File: config.mk
export PLATFORM = sky130hd
export DESIGN_NAME = tone_sequencer
export DESIGN_NICKNAME = d
export VERILOG_FILES = /design/src/rtl/tone_sequencer.sv
export SDC_FILE = /design/constraint.sdc
export NUM_CORES = 1
export LEC_CHECK = 0
export CORE_ASPECT_RATIO = 1.2
export CORE_MARGIN = 4
export CORE_UTILIZATION = 40
export CTS_CLUSTER_DIAMETER = 150
export DETAILED_ROUTE_END_ITERATION = 8
export DONT_BUFFER_PORTS = 1
export GPL_TIMING_DRIVEN = 0
export REMOVE_ABC_BUFFERS = 1
export SYNTH_ARGS = -nofsm -noshare
export SYNTH_HDL_FRONTEND = slang
export SYNTH_SLANG_ARGS = --single-unit
File: constraint.sdc
create_clock -name clk -period 3.2 [get_ports clk]
set_clock_uncertainty 0.2 [all_clocks]
set_input_delay 0.16 -clock clk [delete_from_list [all_inputs] [get_ports clk]]
set_output_delay 0.16 -clock clk [all_outputs]
set_load 0.01 [all_outputs]
File: src/rtl/tone_sequencer.sv
// ---------------------------------------------------------------------------
// tone_sequencer
//
// Plays a small programmable step table as register traffic toward the tone
// generator. Each step becomes an atomic burst of three single-cycle register
// writes (period, channel-A volume, channel enables), and consecutive steps
// are spaced by a programmable tempo.
//
// Configuration macro: TONE_SEQ_LOOP_EN
//   defined   - the sequence wraps from step `length` back to step 0 while
//               `run` stays high; `done` is tied low.
//   undefined - the sequence stops after step `length`, raises `done`, and
//               stays blocked until `run` is seen low (or reset).
//
// Parameters:
//   DEPTH    number of step-table entries (power of two, >= 2)
//   TEMPO_W  width of the tempo field and interval counter (>= 3)
//
// Ports:
//   clk          sole clock, rising edge
//   rst          synchronous active-high reset
//   prog_we      write one step-table entry this cycle
//   prog_addr    entry index for prog_we
//   prog_data    entry contents {period[4:0], vol[3:0], enA, enN}
//   tempo        step interval minus one, in clk cycles (clamped to >= 3)
//   length       index of the last step played
//   run          level: high = play, low = stop at the next burst boundary
//   write_strobe one-cycle register-write strobe toward the generator
//   address      register address, zero while write_strobe is low
//   data         register data, zero while write_strobe is low
//   step_idx     index of the step most recently fetched
//   busy         high in every state except IDLE
//   done         sequence finished (non-loop build only)
// ---------------------------------------------------------------------------
module tone_sequencer #(
    parameter int DEPTH   = 8,
    parameter int TEMPO_W = 16,
    localparam int AW     = $clog2(DEPTH)
) (
    input  logic               clk,
    input  logic               rst,
    input  logic               prog_we,
    input  logic [AW-1:0]      prog_addr,
    input  logic [10:0]        prog_data,
    input  logic [TEMPO_W-1:0] tempo,
    input  logic [AW-1:0]      length,
    input  logic               run,
    output logic               write_strobe,
    output logic [2:0]         address,
    output logic [4:0]         data,
    output logic [AW-1:0]      step_idx,
    output logic               busy,
    output logic               done
);

    typedef enum logic [2:0] {
        S_IDLE,
        S_FETCH,
        S_WR_PER,
        S_WR_VOL,
        S_WR_EN,
        S_WAIT
    } state_t;

    // Register addresses inside the tone generator
    localparam logic [2:0] ADDR_PERIOD = 3'b000;
    localparam logic [2:0] ADDR_VOL_A  = 3'b010;
    localparam logic [2:0] ADDR_ENABLE = 3'b101;

    // Shortest legal interval: the three writes plus the fetch cycle
    localparam logic [TEMPO_W-1:0] TEMPO_MIN  = TEMPO_W'(3);
    // Burst and fetch cycles that are not spent in WAIT, plus one for the
    // zero-terminated countdown
    localparam logic [TEMPO_W-1:0] WAIT_OFFS  = TEMPO_W'(4);

    logic [10:0]        step_table_q [DEPTH];
    logic [10:0]        fetch_word;

    state_t             state_q;
    logic [AW-1:0]      step_idx_q;
    logic [5:0]         vol_en_q;
    logic [TEMPO_W-1:0] tempo_q;
    logic [TEMPO_W-1:0] cnt_q;
    logic               strobe_q;
    logic [2:0]         address_q;
    logic [4:0]         data_q;
    logic               busy_q;
    logic               done_w;

    logic [TEMPO_W-1:0] tempo_eff;
    logic               expire_now;
    state_t             exp_state_d;
    logic [AW-1:0]      exp_idx_d;

`ifndef TONE_SEQ_LOOP_EN
    logic               done_q;
    logic               exp_done_d;
`endif

    // Step table storage. The write is a plain synchronous write, so a fetch
    // of the same entry in the same cycle naturally sees the old contents.
    always_ff @(posedge clk) begin
        if (rst) begin
            for (int i = 0; i < DEPTH; i++) begin
                step_table_q[i] <= '0;
            end
        end else if (prog_we) begin
            step_table_q[prog_addr] <= prog_data;
        end
    end

    assign fetch_word = step_table_q[step_idx_q];

    // Short tempos are stretched so a burst and its fetch always fit inside
    // one step interval.
    assign tempo_eff = (tempo < TEMPO_MIN) ? TEMPO_MIN : tempo;

    // The interval ends either straight out of WR_EN (minimum tempo, no WAIT
    // cycles needed) or when the WAIT countdown reaches zero.
    assign expire_now = ((state_q == S_WR_EN) && (tempo_q == TEMPO_MIN)) ||
                        ((state_q == S_WAIT) && (cnt_q == '0));

    // Decision taken at the end of a step interval: stop, advance, or handle
    // the last step (wrap in the loop build, finish otherwise).
    always_comb begin
        exp_state_d = S_IDLE;
        exp_idx_d   = step_idx_q;
`ifndef TONE_SEQ_LOOP_EN
        exp_done_d  = 1'b0;
`endif
        if (!run) begin
            exp_state_d = S_IDLE;
        end else if (step_idx_q < length) begin
            exp_state_d = S_FETCH;
            exp_idx_d   = step_idx_q + 1'b1;
        end else begin
`ifdef TONE_SEQ_LOOP_EN
            exp_state_d = S_FETCH;
            exp_idx_d   = '0;
`else
            exp_state_d = S_IDLE;
            exp_done_d  = 1'b1;
`endif
        end
    end

`ifdef TONE_SEQ_LOOP_EN
    assign done_w = 1'b0;
`else
    assign done_w = done_q;
`endif

    // Main sequencer. Bus outputs are registered and default to zero every
    // cycle, so address/data only carry a value alongside the strobe. The
    // period goes out straight from the table word as it is fetched; volume
    // and enables come from the latched copy on the following two cycles.
    always_ff @(posedge clk) begin
        if (rst) begin
            state_q    <= S_IDLE;
            step_idx_q <= '0;
            vol_en_q   <= '0;
            tempo_q    <= TEMPO_MIN;
            cnt_q      <= '0;
            strobe_q   <= 1'b0;
            address_q  <= '0;
            data_q     <= '0;
            busy_q     <= 1'b0;
`ifndef TONE_SEQ_LOOP_EN
            done_q     <= 1'b0;
`endif
        end else begin
            strobe_q  <= 1'b0;
            address_q <= '0;
            data_q    <= '0;

            case (state_q)
                S_IDLE: begin
                    if (run && !done_w) begin
                        state_q    <= S_FETCH;
                        step_idx_q <= '0;
                        busy_q     <= 1'b1;
                    end
                end
                S_FETCH: begin
                    vol_en_q  <= fetch_word[5:0];
                    strobe_q  <= 1'b1;
                    address_q <= ADDR_PERIOD;
                    data_q    <= fetch_word[10:6];
                    state_q   <= S_WR_PER;
                end
                S_WR_PER: begin
                    tempo_q   <= tempo_eff;
                    strobe_q  <= 1'b1;
                    address_q <= ADDR_VOL_A;
                    data_q    <= {1'b0, vol_en_q[5:2]};
                    state_q   <= S_WR_VOL;
                end
                S_WR_VOL: begin
                    strobe_q  <= 1'b1;
                    address_q <= ADDR_ENABLE;
                    data_q    <= {3'b000, vol_en_q[1:0]};
                    state_q   <= S_WR_EN;
                end
                S_WR_EN: begin
                    if (tempo_q != TEMPO_MIN) begin
                        cnt_q   <= tempo_q - WAIT_OFFS;
                        state_q <= S_WAIT;
                    end
                end
                S_WAIT: begin
                    if (cnt_q != '0) begin
                        cnt_q <= cnt_q - 1'b1;
                    end
                end
                default: begin
                    state_q <= S_IDLE;
                    busy_q  <= 1'b0;
                end
            endcase

            if (expire_now) begin
                state_q    <= exp_state_d;
                step_idx_q <= exp_idx_d;
                busy_q     <= (exp_state_d != S_IDLE);
`ifndef TONE_SEQ_LOOP_EN
                if (exp_done_d) begin
                    done_q <= 1'b1;
                end
`endif
            end

`ifndef TONE_SEQ_LOOP_EN
            // A finished sequence stays blocked until run is seen low
            if (!run) begin
                done_q <= 1'b0;
            end
`endif
        end
    end

    assign write_strobe = strobe_q;
    assign address      = address_q;
    assign data         = data_q;
    assign step_idx     = step_idx_q;
    assign busy         = busy_q;
    assign done         = done_w;

endmodule

==> results.json <==
{
  "nets": 701,
  "crit_chain": "inv_1 > ha_1 > or4b_2 > nor4_2 > nand2_1 > nand2_1 > a221oi_1",
  "n_antenna_cell": 0,
  "synth_edf_count": 88,
  "hpwl_um": 11300,
  "setup.worst_path.class": "reg2reg",
  "critPathTopFamily": "simple AND/OR/NAND/NOR gates",
  "fp-row-count": 52,
  "cp-start-kind": "flop",
  "die_w_um": 128,
  "routabilityCongestion": 0.920,
  "dieArea_um2": 19500,
  "setup_violations": 0,
  "clkSinkCount": 145,
  "synthCells": 620,
  "drv_slew": 0,
  "die_y_um": 152,
  "clk_path_buf_depth": 2,
  "area_growth_pct": 18.6,
  "ys_ff_latch": 145,
  "vias": 4996,
  "clk_pin_slew_ns": 0.07,
  "critPathBufInv": 1,
  "cts_tree": "yes",
  "syn_area_um2": 6950,
  "ant_nets": 0,
  "clk_latency_ns": 0.43,
  "fmax_mhz": 323,
  "io_buffers": 0,
  "status": "finished, final reports clean",
  "synth.avg_cell_area_um2": 11.2,
  "finalCriticalPeriod_ns": 3.10,
  "fp.coreArea_um2": 17000,
  "first_pass_iters": 5,
  "grt_usage_pct": 17.5,
  "fillers": 1499,
  "worstPathMaxFanout": 14,
  "maxSlewHeadroom_pct": 20.0,
  "synth-async-reset-ratio_pct": 0,
  "rsz0062_at_grt": "false",
  "utilization_pct": 48.5,
  "cts-htree-levels": 4,
  "drt-total-wl_um": 16900,
  "yosysWarnings": 0,
  "arrival_ns": 3.13,
  "cts_root_buffer": "clkbuf_16",
  "ir_worst_vdd_v": 0.000386,
  "first_iter_violations": 542,
  "first_global_vias": 4993,
  "vias_per_cell": 5.64,
  "slowest_stage": "or4b_2",
  "synth_seq_area_share_pct": 54.5,
  "hp-class": "in2reg",
  "cp.required_ns": 3.23,
  "grt_max_degree": 27,
  "max_stage_delay_ns": 0.61,
  "worst_slew_pin_slew_ns": 1.19,
  "cts_made_buffers": 17,
  "end_kind": "flop",
  "grt-ovfl-total": 0,
  "drive_gt1_share_pct": 11.6,
  "wl_per_cell_um": 19.1,
  "mostFrequentLayoutCell": "and2_1",
  "synth_flop_cell": "edfxtp_1",
  "antenna_found_initial": 0,
  "ys_types": 56,
  "min_period_over_period_pct": 96.8,
  "hold_viol": 0,
  "grt_pass1_wl_um": 26700,
  "io_pins": 51,
  "drv_cap": 0,
  "drc_errors": 0,
  "power_density_nw_per_um2": 607,
  "p_leak_nw": 2.95,
  "start_util_pct": 40.9,
  "holdWs_ns": 0.00865,
  "mostFrequentLayoutCells": "and2_1 (93), edfxtp_1 (88), dfxtp_1 (56)",
  "cp_common_cell": "nand2_1"
}
final timing paths:
check,startpoint,endpoint,slack (ns),cells after the start
setup reg to reg,cnt_q[0],cnt_q[0],0.10,7
hold reg to reg,cnt_q[6],cnt_q[6],0.29,2
hold / removal,rst,step_table_q[0][9],0.009,1
setup / recovery,cnt_q[0],cnt_q[0],0.10,7
metal layers:
metal	vias up	GRT usage, %	wire length, um
li1	2362	-	-
met1	2471	20.9	6930
met2	140	30.6	8870
met3	23	4.00	692
met4	0	6.47	386
met5	-	0	0
sequential cells by signal, indices dropped and copies added (netlist names), named ones only:
register,flops
data,5
state_q,3
step_idx,3
address,2
tempo_q,16
vol_en_q,6
busy,1
step_table_q,88
cnt_q,16
write_strobe,1
done,1
repair_timing:
item / in CTS / in global routing
endpoints found under the setup margin: 3 / 2
buffers inserted: 0 / 0
hold buffers: 45 / 3
hold endpoints to repair: 142 / 4
resized for setup: 1 / 1
logic make-up (layout without fill, tap and decap cells):
logic type | after synthesis | after routing | share of synthesized area (%)
and+or+nand+nor | 260 | 260 | 20.6
DFF | 145 | 145 | 54.5
AOI/OAI and AO/OA | 110 | 110 | 10.2
buffers and inverters | 50 | 100 | 2.81
muxes | 38 | 38 | 9.44
xor gates and xnor gates | 10 | 10 | 1.26
adders and majority gates | 7 | 7 | 1.26
cell usage after synthesis, drive strengths merged, types with 6 or more instances:
| library cell | n | area [um^2] |
|---|---|---|
| or4 | 7 | 60.1 |
| nand3 | 15 | 75.1 |
| o21ai | 21 | 109 |
| mux2i | 16 | 160 |
| edfxtp | 88 | 2640 |
| ha | 7 | 87.6 |
| a21oi | 34 | 170 |
| nor2 | 34 | 128 |
| nand2b | 8 | 50.1 |
| mux4 | 22 | 495 |
| clkbuf | 31 | 116 |
| dfxtp | 57 | 1140 |
| nand2 | 55 | 206 |
| nor4 | 9 | 68.8 |
| xnor2 | 6 | 52.6 |
| buf | 6 | 30.0 |
| and2 | 93 | 582 |
| inv | 13 | 48.8 |
| nor3 | 12 | 60.1 |
| a211oi | 14 | 105 |
power by group:
group | internal [mW] | switching, mW | leakage (nW)
Clock | 1.06 | 0.933 | 0.294
Sequential | 2.11 | 0.101 | 1.31
Combinational | 0.313 | 0.482 | 1.35
metrics by stage:
stage                     setup TNS, ns  worst slack, ns  cells  power (mW)  instance area (um^2)
final                                 0            0.102    886        5.00                  8240
after global routing                  0           0.0150    886        5.20                  8240
after global placement          -0.0819          -0.0665    799        2.91                  7070
after CTS                             0            0.179    882        5.03                  8200
after detailed placement        -0.0888          -0.0814    805        2.94                  7120
after floorplan                       0            0.794    583        2.72                  6800
layout make-up:
type	count	area (um^2)	area share (%)
clock inverter	15	183	2.22
tap	216	270	3.28
timing repair buffer	55	551	6.68
clock buffer	17	425	5.17
multi-input combinational	425	2970	36.1
inverter	13	48.8	0.593
sequential	145	3780	46.0
Note: power is estimated with default switching activity, not from simulation.
